**src/rtl/tensor_core_scheduler_if.sv**
```systemverilog
// tensor_core_scheduler_if: request, tensor-core and register-file signals of the scheduler
// Perf counter signals exist only when TENSOR_SCHED_PERF_COUNTERS_EN is defined.
interface tensor_core_scheduler_if #(
    parameter int DATA_WIDTH = 8,
    parameter int ADDR_WIDTH = 5
);
    logic [1:0]                       req_valid;
    logic [1:0]                       req_ready;
    logic [1:0][2:0]                  req_op;
    logic [1:0][ADDR_WIDTH-1:0]       req_dest;
    logic                             core_start;
    logic [2:0]                       core_op_select;
    logic [1:0][DATA_WIDTH-1:0]       core_result;
    logic [1:0]                       rf_write_enable;
    logic [1:0][ADDR_WIDTH-1:0]       rf_write_addr;
    logic [1:0][DATA_WIDTH-1:0]       rf_write_data;
    logic                             busy;
    logic                             done_pulse;
    logic                             done_id;
    logic                             done_error;
`ifdef TENSOR_SCHED_PERF_COUNTERS_EN
    logic [15:0]                      perf_ops_completed;
    logic [15:0]                      perf_wait_cycles;
`endif
    modport master (
        output req_valid, req_op, req_dest, core_result,
        input  req_ready, core_start, core_op_select, rf_write_enable, rf_write_addr,
               rf_write_data, busy, done_pulse, done_id, done_error
`ifdef TENSOR_SCHED_PERF_COUNTERS_EN
        , input perf_ops_completed, perf_wait_cycles
`endif
    );
    modport slave (
        input  req_valid, req_op, req_dest, core_result,
        output req_ready, core_start, core_op_select, rf_write_enable, rf_write_addr,
               rf_write_data, busy, done_pulse, done_id, done_error
`ifdef TENSOR_SCHED_PERF_COUNTERS_EN
        , output perf_ops_completed, perf_wait_cycles
`endif
    );
endinterface

```
**src/rtl/tensor_core_scheduler.sv**
```systemverilog
// tensor_core_scheduler: round-robin arbiter and 3x3 op sequencer between two requesters and the tensor core
// Optional perf counters: define TENSOR_SCHED_PERF_COUNTERS_EN.
module tensor_core_scheduler #(
    parameter int DATA_WIDTH = 8,
    parameter int ADDR_WIDTH = 5,
    parameter int NUM_ELEMS  = 9
) (
    input  logic clock_in,
    input  logic reset_n_in,
    tensor_core_scheduler_if.slave bus
);
    localparam int BEATS = (NUM_ELEMS + 1) / 2;
    localparam int BW = $clog2(BEATS + 1);
    typedef enum logic [1:0] {IDLE, START, RUN, DONE} state_t;
    state_t state, state_nx;
    logic [BW-1:0] beat;
    logic [2:0] op_q;
    logic [ADDR_WIDTH-1:0] dest_q, base;
    logic [1:0] en;
    logic last_grant, grant, accept, id_q, err_q, last_beat;
    always_comb begin
        grant = &bus.req_valid ? ~last_grant : bus.req_valid[1];
        accept = state == IDLE && |bus.req_valid;
        last_beat = beat == BW'(BEATS - 1);
        state_nx = state;
        case (state)
            IDLE:  state_nx = accept ? (bus.req_op[grant] > 3'd2 ? DONE : START) : IDLE;
            START: state_nx = RUN;
            RUN:   state_nx = last_beat ? DONE : RUN;
            DONE:  state_nx = IDLE;
        endcase
    end
    // An odd element count leaves lane 1 idle on the final beat
    always_comb begin
        base = dest_q + ADDR_WIDTH'({beat, 1'b0});
        en = state != RUN ? 2'b00 : (last_beat && NUM_ELEMS % 2 == 1) ? 2'b01 : 2'b11;
        bus.req_ready = accept ? {grant, ~grant} : 2'b00;
        bus.core_start = state == START;
        bus.core_op_select = state == IDLE ? 3'd0 : op_q;
        bus.rf_write_enable = en;
        for (int i = 0; i < 2; i++) begin
            bus.rf_write_addr[i] = en[i] ? base + ADDR_WIDTH'(i) : '0;
            bus.rf_write_data[i] = en[i] ? bus.core_result[i] : DATA_WIDTH'(0);
        end
        bus.busy = state != IDLE;
        bus.done_pulse = state == DONE;
        bus.done_id = state == DONE && id_q;
        bus.done_error = state == DONE && err_q;
    end
    always_ff @(posedge clock_in or negedge reset_n_in) begin
        if (!reset_n_in) begin
            state <= IDLE;
            beat <= '0;
            last_grant <= 1'b1;
            op_q <= '0;
            dest_q <= '0;
            id_q <= 1'b0;
            err_q <= 1'b0;
        end else begin
            state <= state_nx;
            beat <= state == RUN ? beat + 1'b1 : '0;
            if (accept) begin
                last_grant <= grant;
                id_q <= grant;
                op_q <= bus.req_op[grant];
                dest_q <= bus.req_dest[grant];
                err_q <= bus.req_op[grant] > 3'd2;
            end
        end
    end
`ifdef TENSOR_SCHED_PERF_COUNTERS_EN
    always_ff @(posedge clock_in or negedge reset_n_in) begin
        if (!reset_n_in) begin
            bus.perf_ops_completed <= '0;
            bus.perf_wait_cycles <= '0;
        end else begin
            if (state == DONE && !err_q && ~&bus.perf_ops_completed)
                bus.perf_ops_completed <= bus.perf_ops_completed + 1'b1;
            if (state != IDLE && |bus.req_valid && ~&bus.perf_wait_cycles)
                bus.perf_wait_cycles <= bus.perf_wait_cycles + 1'b1;
        end
    end
`endif
endmodule

```
**src/flat_wrapper.sv**
```systemverilog
// flat-port wrapper written by rule: the top's interface ports become plain ports
module tensor_core_scheduler_flat 
#(
    parameter int DATA_WIDTH = 8,
    parameter int ADDR_WIDTH = 5,
    parameter int NUM_ELEMS  = 9
)
  (clock_in, reset_n_in, bus_req_valid, bus_req_op, bus_req_dest, bus_core_result, bus_req_ready, bus_core_start, bus_core_op_select, bus_rf_write_enable, bus_rf_write_addr, bus_rf_write_data, bus_busy, bus_done_pulse, bus_done_id, bus_done_error);
  tensor_core_scheduler_if #(.DATA_WIDTH(DATA_WIDTH), .ADDR_WIDTH(ADDR_WIDTH)) bus_i ();
  input  logic clock_in;
  input  logic reset_n_in;
  input wire logic [$bits(bus_i.req_valid)-1:0] bus_req_valid;
  input wire logic [$bits(bus_i.req_op)-1:0] bus_req_op;
  input wire logic [$bits(bus_i.req_dest)-1:0] bus_req_dest;
  input wire logic [$bits(bus_i.core_result)-1:0] bus_core_result;
  output wire logic [$bits(bus_i.req_ready)-1:0] bus_req_ready;
  output wire logic [$bits(bus_i.core_start)-1:0] bus_core_start;
  output wire logic [$bits(bus_i.core_op_select)-1:0] bus_core_op_select;
  output wire logic [$bits(bus_i.rf_write_enable)-1:0] bus_rf_write_enable;
  output wire logic [$bits(bus_i.rf_write_addr)-1:0] bus_rf_write_addr;
  output wire logic [$bits(bus_i.rf_write_data)-1:0] bus_rf_write_data;
  output wire logic [$bits(bus_i.busy)-1:0] bus_busy;
  output wire logic [$bits(bus_i.done_pulse)-1:0] bus_done_pulse;
  output wire logic [$bits(bus_i.done_id)-1:0] bus_done_id;
  output wire logic [$bits(bus_i.done_error)-1:0] bus_done_error;
  assign bus_i.req_valid = bus_req_valid;
  assign bus_i.req_op = bus_req_op;
  assign bus_i.req_dest = bus_req_dest;
  assign bus_i.core_result = bus_core_result;
  assign bus_req_ready = bus_i.req_ready;
  assign bus_core_start = bus_i.core_start;
  assign bus_core_op_select = bus_i.core_op_select;
  assign bus_rf_write_enable = bus_i.rf_write_enable;
  assign bus_rf_write_addr = bus_i.rf_write_addr;
  assign bus_rf_write_data = bus_i.rf_write_data;
  assign bus_busy = bus_i.busy;
  assign bus_done_pulse = bus_i.done_pulse;
  assign bus_done_id = bus_i.done_id;
  assign bus_done_error = bus_i.done_error;
  tensor_core_scheduler #(.DATA_WIDTH(DATA_WIDTH), .ADDR_WIDTH(ADDR_WIDTH), .NUM_ELEMS(NUM_ELEMS)) u_core (.clock_in(clock_in), .reset_n_in(reset_n_in), .bus(bus_i));
endmodule
```
**config.mk**
```make
export PLATFORM = sky130hd
export DESIGN_NAME = tensor_core_scheduler_flat
export DESIGN_NICKNAME = d
export VERILOG_FILES = /design/src/rtl/tensor_core_scheduler_if.sv /design/src/rtl/tensor_core_scheduler.sv /design/src/flat_wrapper.sv
export SDC_FILE = /design/constraint.sdc
export NUM_CORES = 1
export LEC_CHECK = 0
export BUFFER_PORTS_ARGS = -buffer_cell sky130_fd_sc_hd__buf_2
export CORE_ASPECT_RATIO = 0.5
export CORE_MARGIN = 4
export CORE_UTILIZATION = 43
export CTS_BUF_LIST = sky130_fd_sc_hd__clkbuf_8
export CTS_CLUSTER_SIZE = 20
export DETAILED_ROUTE_END_ITERATION = 8
export HOLD_SLACK_MARGIN = 0.08
export PLACE_DENSITY = 0.81
export SLEW_MARGIN = 20
export SYNTH_ARGS = -nofsm -noshare
export SYNTH_HDL_FRONTEND = slang
export SYNTH_SLANG_ARGS = --single-unit
```
**constraint.sdc**
```tcl
create_clock -name clock_in -period 2.43 [get_ports clock_in]
set_input_delay 0.3645 -clock clock_in [delete_from_list [all_inputs] [get_ports clock_in]]
set_output_delay 0.3645 -clock clock_in [all_outputs]
set_load 0.01 [all_outputs]
```
# Word-level counts from Yosys, hierarchy flattened
# Index checks and enable logic that the tools add are counted.
# op_classes
bitwise,2
n_eq_ne,5
n_reduce_logical,7
muxes,18
add_sub_neg,3
magnitude_cmp,2
# ops
cell,n
$mux 5,4
$mux 8,2
$mux 3,4
$mux 2,5
$pmux 2 s4,1
$add 5x1->5 const B,1
$add 5x4->5,1
$eq 2x2->1 const B,2
$add 3x1->3 const B,1
$eq 3x3->1 const B,1
$gt 3x2->1 const B,1
$logic_and 1x1->1,3
$eq 2x1->1 const B,1
$logic_not 2->1,1
$lt 1x2->1 const B,1
$mux 1,2
$ne 2x2->1 const B,1
$not 1->1,2
$reduce_and 2->1,1
$reduce_bool 2->1,1
$reduce_or 2->1,1
# totals
register_bits,16
out_inout_bits,38
elab_cells,44
inputBits,36

# Logic depth before layout (Yosys ltp)
# Gate-level depths: netlist (run 1).
# logic_depth
depth_word,8
ltp_mapped,7
mapped_depth_nobuf,7

# Least setup slack after synthesis (run 1)
# OpenSTA, ideal clock, no wires.
# synth_path
kind,reg2out
startpoint,register u_core.beat[0]
endpoint,output bus_rf_write_addr[9]
arrival_time_ns,1.789
stages_incl_launch_ff,7
path_buffers,0
t_required_ns,2.066
setup_slack_ns,0.277
path_cell_list,dfrtp_1 -> ha_1 -> fa_1 -> xor2_1 -> nand3_1 -> or2_0 -> mux2i_1
# synth_between
elab_chain_cells,4
word_cells_on_any_way,6
classes_between,add/sub (2); eq/ne (1); mux (3)
# synth_lines
element,line_no,rtl
start: declaration,tensor_core_scheduler.sv:16,logic [BW-1:0] beat;
start signal: assignment,tensor_core_scheduler.sv:61,beat <= state == RUN ? beat + 1'b1 : '0;
branches (longest 3 deep; another with $add 5x4->5),-,
$mux 5 (*),tensor_core_scheduler.sv:42,bus.rf_write_addr[i] = en[i] ? base + ADDR_WIDTH'(i) : '0;
end: declaration,flat_wrapper.sv:20,output wire logic [$bits(bus_i.rf_write_addr)-1:0] bus_rf_write_addr;
# Every way passes the cells marked *.

# Worst setup path in the final report (run 1)
# Same ends and word-level chain as after synthesis.

==> reports/summary.json, run 1 <==
{
  "run_status": "completed",
  "hold_path.startpoint": "bus_req_dest[4]",
  "port_buffers": 73,
  "share_of_layout_cells_above_drive_strength_1_pct": 46.88,
  "dieArea_um2": 3578,
  "r2r-end": "u_core.dest_q[4]",
  "crit_chain": "ha_4 > fa_2 > nand3_2 > or2_0 > mux2i_1 > buf_2",
  "initial_antenna_violation_count": 0,
  "grt_setup_unrepaired": "false",
  "clock-root-buffer": "clkbuf_8",
  "min_delay_worst_endpoint": "u_core.dest_q[4]",
  "std_cell_rows": 12,
  "synth.avg_cell_area_um2": 9.547,
  "tritoncts": "done",
  "share_comb_of_total_power_pct": 62.5,
  "p_clk_share_pct": 12.1,
  "ys_seq_area_share_pct": 35.35,
  "drt_iter0_drc": 55,
  "period_share_pct": 95.93,
  "drt-vias-per-instance": 4.784,
  "grt_max_degree": 28,
  "num_antenna_cells": 0,
  "ir_drop_mv": 0.5900,
  "grt_overflow": 0,
  "syn_area_um2": 1136,
  "cp-start-kind": "register",
  "synth.top_cells.by_area": "dfrtp_1 (33%), ha_1 (11%), and2_1 (9.4%), and3_1 (5.0%), a222oi_1 (4.4%)",
  "power_spent_charging_and_discharging_nets_uw": 842.4,
  "hpwlAfterDp_um": 2289,
  "fin_tns_setup_ns": 0,
  "cell_depth_of_the_worst_setup_path": 6,
  "netlist.area_leader.share_pct": 33.04,
  "antenna_violating_nets_post_route": 0,
  "dieWidth_um": 80.69,
  "worst-endpoint-arrival_ns": 1.97,
  "finalHoldViolCount": 0,
  "end_kind": "output pin",
  "finalWeightedCongestion": 0.7641,
  "power_density_nw_per_um2": 1227,
  "ys.warnings.count": 0,
  "seq_power_share_pct": 25.4,
  "placeable_core_area_um2": 2357,
  "clock_skew_ns": 0.003564,
  "min_path_cells": 3,
  "clock-sinks": 16,
  "vias_in_the_first_global_route": 1004,
  "crit_family": "adder cells",
  "async_flop_share_pct": 100.0,
  "remaining_drcs": 0,
  "htree_num_levels": 1,
  "achievable-frequency_mhz": 429.0,
  "num_io_pins": 74,
  "clk_pin_slew_worst_paths_ns": 0.06,
  "detailroute.via_count": 1086,
  "worstPathBufferInverterCount": 1,
  "cap_viol_max_count": 0,
  "static-leakage-power_nw": 0.9680,
  "regToRegStartpoint": "u_core.state[0]",
  "max-clock-path-buffers": 2,
  "worstRegToRegCells": 5,
  "finalCriticalPeriod_ns": 2.331,
  "synth-seq-cells": 16,
  "synth_top_flop_cell": "dfrtp_1",
  "slew_worst_pin_ns": 0.8253,
  "most_instantiated_library_cell_after_synthesis": "and2_1",
  "internal_power_contribution_mw": 1.130,
  "worstSkewPairLatency_ns": 0.25,
  "number_of_flops_mapped_to_enable_cells_by_yosys": 0,
  "timing.critical_path.fanout_max": 4,
  "crit_required_ns": 2.07,
  "utilization_pct": 68.21,
  "drt-wirelength-per-cell_um": 12.33,
  "first_pass_iters": 4,
  "grt_first_pass_wirelength_um": 4278,
  "slew-limit-headroom_pct": 44.61,
  "wirelength_um": 2799,
  "yosysTopAreaCell": "dfrtp_1",
  "flow.area_growth_from_synthesis_pct": 41.52,
  "timing_max_transition_violations_final": 0,
  "yosys.cell_types.count": 32,
  "sw_frac_of_total_pct": 42.71,
  "num-nets-final": 240,
  "synthesized_instance_count": 119,
  "timing.final.setup_violations": 0,
  "initial_standard_cell_utilization_of_the_core_pct": 48.20,
  "slowest_delay_ns": 0.58,
  "mappedNetlistNets": 166,
  "cts_inserted_buffers": 3,
  "yosys-top-cells-count": "and2_1 (17), dfrtp_1 (15), inv_1 (11), ha_1 (10)",
  "grt.total_usage_pct": 15.44,
  "kind_of_critical_path": "reg -> out",
  "hold_path_class": "in -> reg",
  "die_height_um": 44.35,
  "critical-path-slowest-cell": "fa_2",
  "worst_setup_slack_for_register_to_register_paths_ns": 0.55
}
## routing by layer
| metal | track usage, % | vias to the layer above | routed length [um] |
|---|---|---|---|
| met5 | 0 | - | 0 |
| met4 | 4.040 | 0 | 17 |
| met3 | 4.878 | 2 | 256 |
| met2 | 28.78 | 42 | 1368 |
| met1 | 17.38 | 494 | 1157 |
| li1 | - | 548 | - |
## worst max-delay path by stage
stage,startpoint,end
2_1_floorplan,u_core.beat[0],bus_rf_write_addr[9]
3_3_place_gp,u_core.beat[0],bus_rf_write_addr[9]
3_5_place_dp,u_core.beat[0],bus_rf_write_addr[9]
4_1_cts,u_core.beat[0],bus_rf_write_addr[9]
5_1_grt,u_core.beat[0],bus_rf_write_addr[9]
6_report,u_core.beat[0],bus_rf_write_addr[9]
## per-stage QoR
| step | hold slack [ns] | cells | worst slack [ns] | total power [mW] | instance area (um^2) |
|---|---|---|---|---|---|
| after floorplan | 0.06891 | 119 | 0.2766 | 1.308 | 1136 |
| after global placement | 0.2940 | 221 | 0.2095 | 1.650 | 1506 |
| after detailed placement | 0.2997 | 221 | 0.1498 | 1.685 | 1506 |
| after CTS | 0.3154 | 227 | 0.03064 | 1.974 | 1592 |
| after global routing | 0.3351 | 227 | 0.006440 | 2.153 | 1608 |
| final | 0.3223 | 227 | 0.09899 | 1.973 | 1608 |
## final cells by class
class / instances / area (um^2)
tap: 35 / 43.79
timing repair buffer: 76 / 390.4
inverter: 11 / 41.29
multi-input combinational: 85 / 674.4
clock buffer: 4 / 55.05
fill: 194 / 749.5
sequential: 16 / 402.9
## sequential cells by signal, summed over array words and instances, names as in the netlist
register / flops
u_core.beat: 3
u_core.dest_q: 5
u_core.err_q: 1
u_core.id_q: 1
u_core.last_grant: 1
u_core.op_q: 3
u_core.state: 2
## power groups by stage
| stage | clock network, mW | logic [mW] | registers [mW] |
|---|---|---|---|
| after floorplan | 0 | 0.840 | 0.468 |
| after global placement | 0 | 1.16 | 0.491 |
| after detailed placement | 0 | 1.19 | 0.497 |
| after CTS | 0.246 | 1.23 | 0.496 |
| after global routing | 0.256 | 1.38 | 0.521 |
| final | 0.238 | 1.23 | 0.502 |
## worst register-to-register path: stages, from the launching register on
cell and delay, ns:
dfrtp_1 0.41, inv_1 0.09, ha_1 0.36, o21ai_1 0.38, a222oi_1 0.44, inv_1 0.07
## layout by cell type, fill, tap and decap left out, types with 2 or more instances in the layout
| cell | netlist | layout |
|---|---|---|
| a21o_1 | 3 | 3 |
| a222oi_1 | 5 | 5 |
| a32o_1 | 2 | 2 |
| and2_1 | 17 | 17 |
| and3_1 | 9 | 9 |
| buf_2 | 1 | 73 |
| buf_4 | 1 | 2 |
| clkbuf_8 | 0 | 4 |
| dfrtp_1 | 15 | 14 |
| ha_1 | 10 | 9 |
| inv_1 | 11 | 11 |
| nand2_1 | 9 | 9 |
| nand3_1 | 5 | 4 |
| nor2_1 | 3 | 3 |
| nor2b_1 | 4 | 4 |
| xnor2_1 | 2 | 2 |
| xor2_1 | 3 | 2 |
## cells by family after synthesis
group,count (synthesis),share of synthesized area (%)
AND/OR/NAND/NOR,51,26.21
flip-flops,16,35.35
adder cells (fa/ha/maj),11,12.78
multiplexers,3,2.863
XOR/XNOR,5,3.855
AO/OA/AOI/OAI,15,11.23
buffers and inverters,18,7.709
## timing repair
action | CTS | global route
hold buffers | 1 | 0
gates cloned | 0 | 0
setup endpoints to repair | 1 | 1
pin swaps | 1 | 1
buffers inserted | 1 | 0
hold endpoints to repair | 15 | 0
gates resized for setup | 3 | 3
No activity file was read; power rests on OpenSTA's default activity.
==> run 2, diff against run 1 <==
- CORE_UTILIZATION: 43 -> 39
- PLACE_DENSITY: 0.81 -> 0.78
- clock period: 2.43 -> 1.92 ns (I/O delays scaled with it)
==> run 2 against run 1 <==
  * The flow now finishes with violations (setup timing)
  * Global-route usage up 0.39 points
  * Sequential power grew 27%
  * Hold slack got worse by 0.071 ns
  * Power increased by 34%
  * Sequential share of layout area shrank 1.2 points
  * First-iteration DRC count is 11% lower
  * Clock skew fell by 0.0021 ns
  * Clock-buffer cell count decreased by 1
  * Core utilization fell by 5.2 points
==> reports/summary.json, run 2 (synthesis results as in run 1) <==
{
  "std_cell_rows": {"value": 13, "change": "+1"},
  "first_pass_iters": {"value": 4, "change": "unchanged"},
  "dieWidth": {"value": 84.33, "unit": "um", "change": "+4.5%"},
  "end_kind": "output pin",
  "finalCriticalPeriod_ns": 2.198,
  "failing_checks": "setup timing",
  "crit_chain": "ha_2 > fa_2 > nand3_2 > or2_0 > mux2i_1 > buf_2",
  "placeable_core_area": {"value": 2684, "unit": "um^2", "change": "+14%"},
  "clock_skew": {"value": 0.001490, "unit": "ns", "change": "-0.002074 ns"},
  "cts_inserted_buffers": {"value": 3, "change": "unchanged"},
  "max-clock-path-buffers": {"value": 2, "change": "unchanged"},
  "grt_max_degree": {"value": 28, "change": "unchanged"},
  "num-nets-final": {"value": 248, "change": "+3.3%"},
  "tritoncts": "done",
  "worst-endpoint-arrival": {"value": 1.91, "unit": "ns", "change": "-0.06 ns"},
  "timing.final.setup_violations": {"value": 6, "change": "+6"},
  "grt_overflow": {"value": 0, "change": "unchanged"},
  "utilization": {"value": 62.98, "unit": "%", "change": "-5.2 points"},
  "antenna_violating_nets_post_route": {"value": 0, "change": "unchanged"},
  "hpwlAfterDp": {"value": 2476, "unit": "um", "change": "+8.2%"},
  "cp-start-kind": "register",
  "stdcell_area": {"value": 1690, "unit": "um^2", "change": "+5.1%"},
  "cap_viol_max_count": {"value": 0, "change": "unchanged"},
  "min_delay_worst_endpoint": "u_core.dest_q[3]",
  "design_power_total": {"value": 2.653, "unit": "mW", "change": "+34%"},
  "vias_in_the_first_global_route": {"value": 1125, "change": "+12%"},
  "largest_register_ff_count": {"value": 5, "change": "unchanged"},
  "dieArea": {"value": 3893, "unit": "um^2", "change": "+8.8%"},
  "finalHoldViolCount": {"value": 0, "change": "unchanged"},
  "kind_of_critical_path": "reg -> out",
  "critical-path-slowest-cell": "fa_2",
  "hold_path.startpoint": "bus_req_dest[8]",
  "drt-vias-per-instance": {"value": 4.789, "change": "+0.10%"},
  "slowest_delay": {"value": 0.56, "unit": "ns", "change": "-0.02 ns"},
  "layout.cells.most_common": "buf_2",
  "r2r-end": "u_core.op_q[0]",
  "detailroute.via_count": {"value": 1135, "change": "+4.5%"},
  "min_path_cells": {"value": 3, "change": "unchanged"},
  "fin_worst_hold_slack": {"value": 0.2516, "unit": "ns", "change": "-0.07064 ns"},
  "timing_max_transition_violations_final": {"value": 0, "change": "unchanged"},
  "finalWeightedCongestion": {"value": 0.7767, "change": "+1.6%"},
  "grt.total_usage": {"value": 15.83, "unit": "%", "change": "+0.39 points"},
  "grt_setup_unrepaired": "true",
  "drt_iter0_drc": {"value": 49, "change": "-11%"},
  "worstRegToRegCells": {"value": 4, "change": "-1"},
  "die_height": {"value": 46.17, "unit": "um", "change": "+4.1%"},
  "regToRegStartpoint": "u_core.state[0]",
  "initial_antenna_violation_count": {"value": 0, "change": "unchanged"},
  "port_buffers": {"value": 73, "change": "unchanged"},
  "num_io_pins": {"value": 74, "change": "unchanged"},
  "initial_standard_cell_utilization_of_the_core": {"value": 42.33, "unit": "%", "change": "-5.9 points"},
  "drt-wirelength-per-cell": {"value": 12.92, "unit": "um", "change": "+4.7%"},
  "ir_drop": {"value": 0.7047, "unit": "mV", "change": "+19%"},
  "final_cell_mix": "buf_2 (72), and2_1 (16), dfrtp_1 (13), inv_1 (12)",
  "wirelength": {"value": 3061, "unit": "um", "change": "+9.4%"},
  "crit_required": {"value": 1.63, "unit": "ns", "change": "-0.44 ns"},
  "num_antenna_cells": {"value": 0, "change": "unchanged"},
  "grt_first_pass_wirelength": {"value": 4933, "unit": "um", "change": "+15%"},
  "max_flop_register": "u_core.dest_q",
  "remaining_drcs": {"value": 0, "change": "unchanged"},
  "static-leakage-power": {"value": 1.014, "unit": "nW", "change": "+4.8%"},
  "timing.critical_path.fanout_max": {"value": 3, "change": "-1"},
  "achievable-frequency_mhz": 454.9,
  "clock-root-buffer": "clkbuf_8",
  "reg_top3": "u_core.dest_q x5, u_core.beat x3, u_core.op_q x3",
  "clk_pin_slew_worst_paths": {"value": 0.06, "unit": "ns", "change": "about the same"},
  "clock-sinks": {"value": 16, "change": "unchanged"},
  "hold_path_class": "in -> reg",
  "slew-limit-headroom": {"value": 41.83, "unit": "%", "change": "-2.8 points"},
  "run_status": "finished with violations",
  "htree_num_levels": {"value": 1, "change": "unchanged"},
  "power_density": {"value": 1569, "unit": "nW/um^2", "change": "+28%"},
  "placed_cell_area": {"value": 1567, "unit": "um^2", "change": "+4.0%"},
  "final_ws_setup": {"value": -0.2782, "unit": "ns", "change": "-0.3772 ns"},
  "share_of_layout_cells_above_drive_strength_1": {"value": 51.50, "unit": "%", "change": "+4.6 points"},
  "period_share_pct": 114.5,
  "worst_setup_slack_for_register_to_register_paths": {"value": 0.24, "unit": "ns", "change": "-0.31 ns"},
  "flow.area_growth_from_synthesis_pct": 48.79,
  "worstSkewPairLatency": {"value": 0.24, "unit": "ns", "change": "about the same"},
  "slew_worst_pin": {"value": 0.8668, "unit": "ns", "change": "+0.04144 ns"}
}
## run 2: cell types whose count changed in the layout (fill, tap and decap cells not counted), sizes merged
cell and delta:
buf +8, clkbuf -1, inv +1
## run 2: timing repair
item                                    4_1_cts  5_1_grt
endpoints found under the setup margin        6        6
gates resized for setup                       3        7
buffers inserted                              2        1
hold buffers                                  1        0
pin swaps                                     6        4
endpoints found under the hold margin        15        0
## run 2: worst max path at each step
stage,startpoint,endpoint,cells after the start
2_1_floorplan,u_core.beat[0],bus_rf_write_addr[9],5
3_3_place_gp,u_core.dest_q[1],bus_rf_write_addr[9],6
3_5_place_dp,u_core.dest_q[1],bus_rf_write_addr[9],6
4_1_cts,u_core.beat[0],bus_rf_write_addr[9],7
5_1_grt,u_core.beat[0],bus_rf_write_addr[9],7
6_report,u_core.dest_q[1],bus_rf_write_addr[9],6
## run 2: critical path: cells and delay by family (launching register included)
family                     cells  cell delay, ns
adders and majority gates      2            0.76
buffers and inverters          1            0.14
DFF                            1            0.38
muxes                          1            0.11
and+or+nand+nor                2            0.26
## run 2: layout make-up
class / count / area [um^2]
clock buffers: 3 / 41.29
clock inverters: 1 / 3.754
fillers: 242 / 993.5
inverters: 11 / 41.29
multi-input cells: 85 / 693.2
flip-flops and latches: 16 / 404.1
well taps: 37 / 46.29
repair buffers: 84 / 460.4
## run 2: per-stage QoR
step	std cells	worst slack (ns)	TNS [ns]
floorplan	119	0.001689	0
global placement	229	-0.01268	-0.01268
detailed placement	229	-0.05874	-0.05874
CTS	236	-0.3355	-1.442
global route	237	-0.4037	-2.030
finish	237	-0.2782	-1.059
## run 2: power breakdown
| group | internal [mW] | switching, mW |
|---|---|---|
| Sequential | 0.505 | 0.136 |
| Combinational | 0.884 | 0.880 |
| Clock | 0.141 | 0.107 |
## run 2: per-layer routing
metal	GRT usage [%]	wire [um]	up-vias
li1	-	-	561
met1	18.87	1244	534
met2	29.31	1589	38
met3	4.464	216	2
met4	3.785	10	0
met5	0	0	-
==> run 3, diff against run 2 <==
- SKIP_CTS_REPAIR_TIMING: unset -> 1
==> run 3 against run 2 <==
  * The flow still finishes with violations (setup timing)
  * Clock-buffer cell count unchanged
  * Highest routed layer unchanged
  * Design area shrank 0.74%
  * Fmax shrank 2.3%
  * Cell count is the same
  * Critical path type unchanged
  * First-iteration DRC count rose by 37%
  * Via count unchanged
  * Core utilization shrank 0.47 points
==> reports/summary.json, run 3 (synthesis results as in run 1) <==
{
  "dieArea": {"value": 3893, "unit": "um^2", "change": "unchanged"},
  "worstRegToRegCells": {"value": 4, "change": "unchanged"},
  "initial_standard_cell_utilization_of_the_core": {"value": 42.33, "unit": "%", "change": "unchanged"},
  "layout.cells.most_common": "buf_2",
  "std_cell_rows": {"value": 13, "change": "unchanged"},
  "num-nets-final": {"value": 248, "change": "unchanged"},
  "clock-root-buffer": "clkbuf_8",
  "grt_max_degree": {"value": 28, "change": "unchanged"},
  "grt_setup_unrepaired": "true",
  "hpwlAfterDp": {"value": 2476, "unit": "um", "change": "unchanged"},
  "hold_path.startpoint": "bus_req_dest[4]",
  "final_cell_mix": "buf_2 (72), and2_1 (16), dfrtp_1 (13), inv_1 (12)",
  "num_io_pins": {"value": 74, "change": "unchanged"},
  "reg_top3": "u_core.dest_q x5, u_core.beat x3, u_core.op_q x3",
  "kind_of_critical_path": "reg -> out",
  "critical-path-slowest-cell": "fa_2",
  "antenna_violating_nets_post_route": {"value": 0, "change": "unchanged"},
  "first_pass_iters": {"value": 4, "change": "unchanged"},
  "final_cells": {"value": 237, "change": "unchanged"},
  "detailroute.via_count": {"value": 1135, "change": "unchanged"},
  "num_antenna_cells": {"value": 0, "change": "unchanged"},
  "dieWidth": {"value": 84.33, "unit": "um", "change": "unchanged"},
  "placed_cell_area": {"value": 1567, "unit": "um^2", "change": "unchanged"},
  "grt_first_pass_wirelength": {"value": 4857, "unit": "um", "change": "-1.5%"},
  "cp-start-kind": "register",
  "grt.total_usage": {"value": 15.59, "unit": "%", "change": "-0.24 points"},
  "multi_input_comb_area": {"value": 680.7, "unit": "um^2", "change": "-1.8%"},
  "timing.final.setup_violations": {"value": 6, "change": "unchanged"},
  "flow.area_growth_from_synthesis_pct": 47.69,
  "finalWeightedCongestion": {"value": 0.7767, "change": "unchanged"},
  "failing_checks": "setup timing",
  "crit_required": {"value": 1.63, "unit": "ns", "change": "about the same"},
  "static-leakage-power": {"value": 1.015, "unit": "nW", "change": "about the same"},
  "fill_cells": {"value": 244, "change": "+0.83%"},
  "largest_register_ff_count": {"value": 5, "change": "unchanged"},
  "drt_iter0_drc": {"value": 67, "change": "+37%"},
  "finalHoldViolCount": {"value": 0, "change": "unchanged"},
  "min_path_cells": {"value": 3, "change": "unchanged"},
  "register_area": {"value": 404.1, "unit": "um^2", "change": "unchanged"},
  "end_kind": "output pin",
  "cts_inserted_buffers": {"value": 3, "change": "unchanged"},
  "achievable-frequency": {"value": 444.3, "unit": "MHz", "change": "-2.3%"},
  "regToRegStartpoint": "u_core.state[0]",
  "vias_in_the_first_global_route": {"value": 1107, "change": "-1.6%"},
  "max-clock-path-buffers": {"value": 2, "change": "unchanged"},
  "hold_path_class": "in -> reg",
  "ir_drop": {"value": 0.7107, "unit": "mV", "change": "+0.86%"},
  "wirelength": {"value": 3070, "unit": "um", "change": "+0.29%"},
  "utilization": {"value": 62.52, "unit": "%", "change": "-0.47 points"},
  "stdcell_area": {"value": 1678, "unit": "um^2", "change": "-0.74%"},
  "port_buffers": {"value": 73, "change": "unchanged"},
  "slew-limit-headroom": {"value": 42.57, "unit": "%", "change": "+0.75 points"},
  "drt-wirelength-per-cell": {"value": 12.95, "unit": "um", "change": "+0.29%"},
  "share_of_layout_cells_above_drive_strength_1": {"value": 51.00, "unit": "%", "change": "-0.50 points"},
  "htree_num_levels": {"value": 1, "change": "unchanged"},
  "min_delay_worst_endpoint": "u_core.dest_q[4]",
  "slew_worst_pin": {"value": 0.8556, "unit": "ns", "change": "-0.01112 ns"},
  "clock-sinks": {"value": 16, "change": "unchanged"},
  "max_flop_register": "u_core.dest_q",
  "period_share": {"value": 117.2, "unit": "%", "change": "+2.7 points"},
  "drt-vias-per-instance": {"value": 4.789, "change": "unchanged"},
  "placeable_core_area": {"value": 2684, "unit": "um^2", "change": "unchanged"},
  "clock_skew": {"value": 0.001855, "unit": "ns", "change": "+0.0003650 ns"},
  "remaining_drcs": {"value": 0, "change": "unchanged"},
  "power_density": {"value": 1564, "unit": "nW/um^2", "change": "-0.36%"},
  "clk_pin_slew_worst_paths": {"value": 0.06, "unit": "ns", "change": "about the same"},
  "timing.critical_path.fanout_max": {"value": 4, "change": "+1"},
  "crit_chain": "ha_2 > fa_2 > nand3_2 > or2_0 > mux2i_1 > buf_2",
  "worst_setup_slack_for_register_to_register_paths": {"value": 0.25, "unit": "ns", "change": "about the same"},
  "slowest_delay": {"value": 0.61, "unit": "ns", "change": "+0.05 ns"},
  "worst-endpoint-arrival": {"value": 1.96, "unit": "ns", "change": "+0.05 ns"},
  "grt_overflow": {"value": 0, "change": "unchanged"},
  "final_ws_setup": {"value": -0.3309, "unit": "ns", "change": "-0.05265 ns"},
  "worstSkewPairLatency": {"value": 0.24, "unit": "ns", "change": "about the same"},
  "tritoncts": "done",
  "run_status": "finished with violations",
  "die_height": {"value": 46.17, "unit": "um", "change": "unchanged"},
  "finalCriticalPeriod": {"value": 2.251, "unit": "ns", "change": "+0.05265 ns"},
  "initial_antenna_violation_count": {"value": 0, "change": "unchanged"},
  "placed_cells": {"value": 229, "change": "unchanged"},
  "timing_max_transition_violations_final": {"value": 0, "change": "unchanged"},
  "cap_viol_max_count": {"value": 0, "change": "unchanged"},
  "r2r-end": "u_core.op_q[0]",
  "pre_cts_slack": {"value": -0.05874, "unit": "ns", "change": "unchanged"}
}
==> run 3: cell counts in the layout (fill, tap and decap cells not counted) <==
No cell type changed its count.
==> run 3: power by group <==
group          total, mW  internal (mW)  switching (mW)
registers          0.635          0.505           0.130
clock network      0.248          0.141           0.107
logic               1.74          0.861           0.880
==> run 3: worst max path at each step <==
stage | cells after the start | start | end
CTS | 6 | u_core.dest_q[1] | bus_rf_write_addr[9]
global placement | 6 | u_core.dest_q[1] | bus_rf_write_addr[9]
finish | 6 | u_core.dest_q[1] | bus_rf_write_addr[9]
floorplan | 5 | u_core.beat[0] | bus_rf_write_addr[9]
global route | 7 | u_core.dest_q[1] | bus_rf_write_addr[9]
detailed placement | 6 | u_core.dest_q[1] | bus_rf_write_addr[9]
==> run 3: stage by stage <==
step	hold slack [ns]	total power [mW]	TNS (ns)
finish	0.2516	2.624	-1.209
global route	0.2686	2.867	-2.257
CTS	-0.04715	2.548	-1.235
detailed placement	0.2191	2.285	-0.05874
global placement	0.2120	2.222	-0.01268
floorplan	-0.007591	1.680	0
==> run 3: cell type report <==
cell class,instances,share of cell area (%)
clock buffers,3,2.461
clock inverters,1,0.2237
flip-flops and latches,16,24.09
repair buffers,84,27.44
inverters,11,2.461
well taps,37,2.759
multi-input cells,85,40.57
==> run 3: routing by layer <==
layer | vias up | share of wire, % | track usage (%)
li1 | 561 | - | -
met1 | 530 | 41 | 18.66
met2 | 40 | 50 | 29.15
met3 | 4 | 7.1 | 4.464
met4 | 0 | 1.2 | 2.839
met5 | - | 0 | 0
==> run 3: critical path: cells and delay by family, from the launching register on <==
kind / cells / cell delay (ns)
simple gates: 2 / 0.26
flops: 1 / 0.38
buf+inv: 1 / 0.14
fa+ha+maj: 2 / 0.82
mux: 1 / 0.11
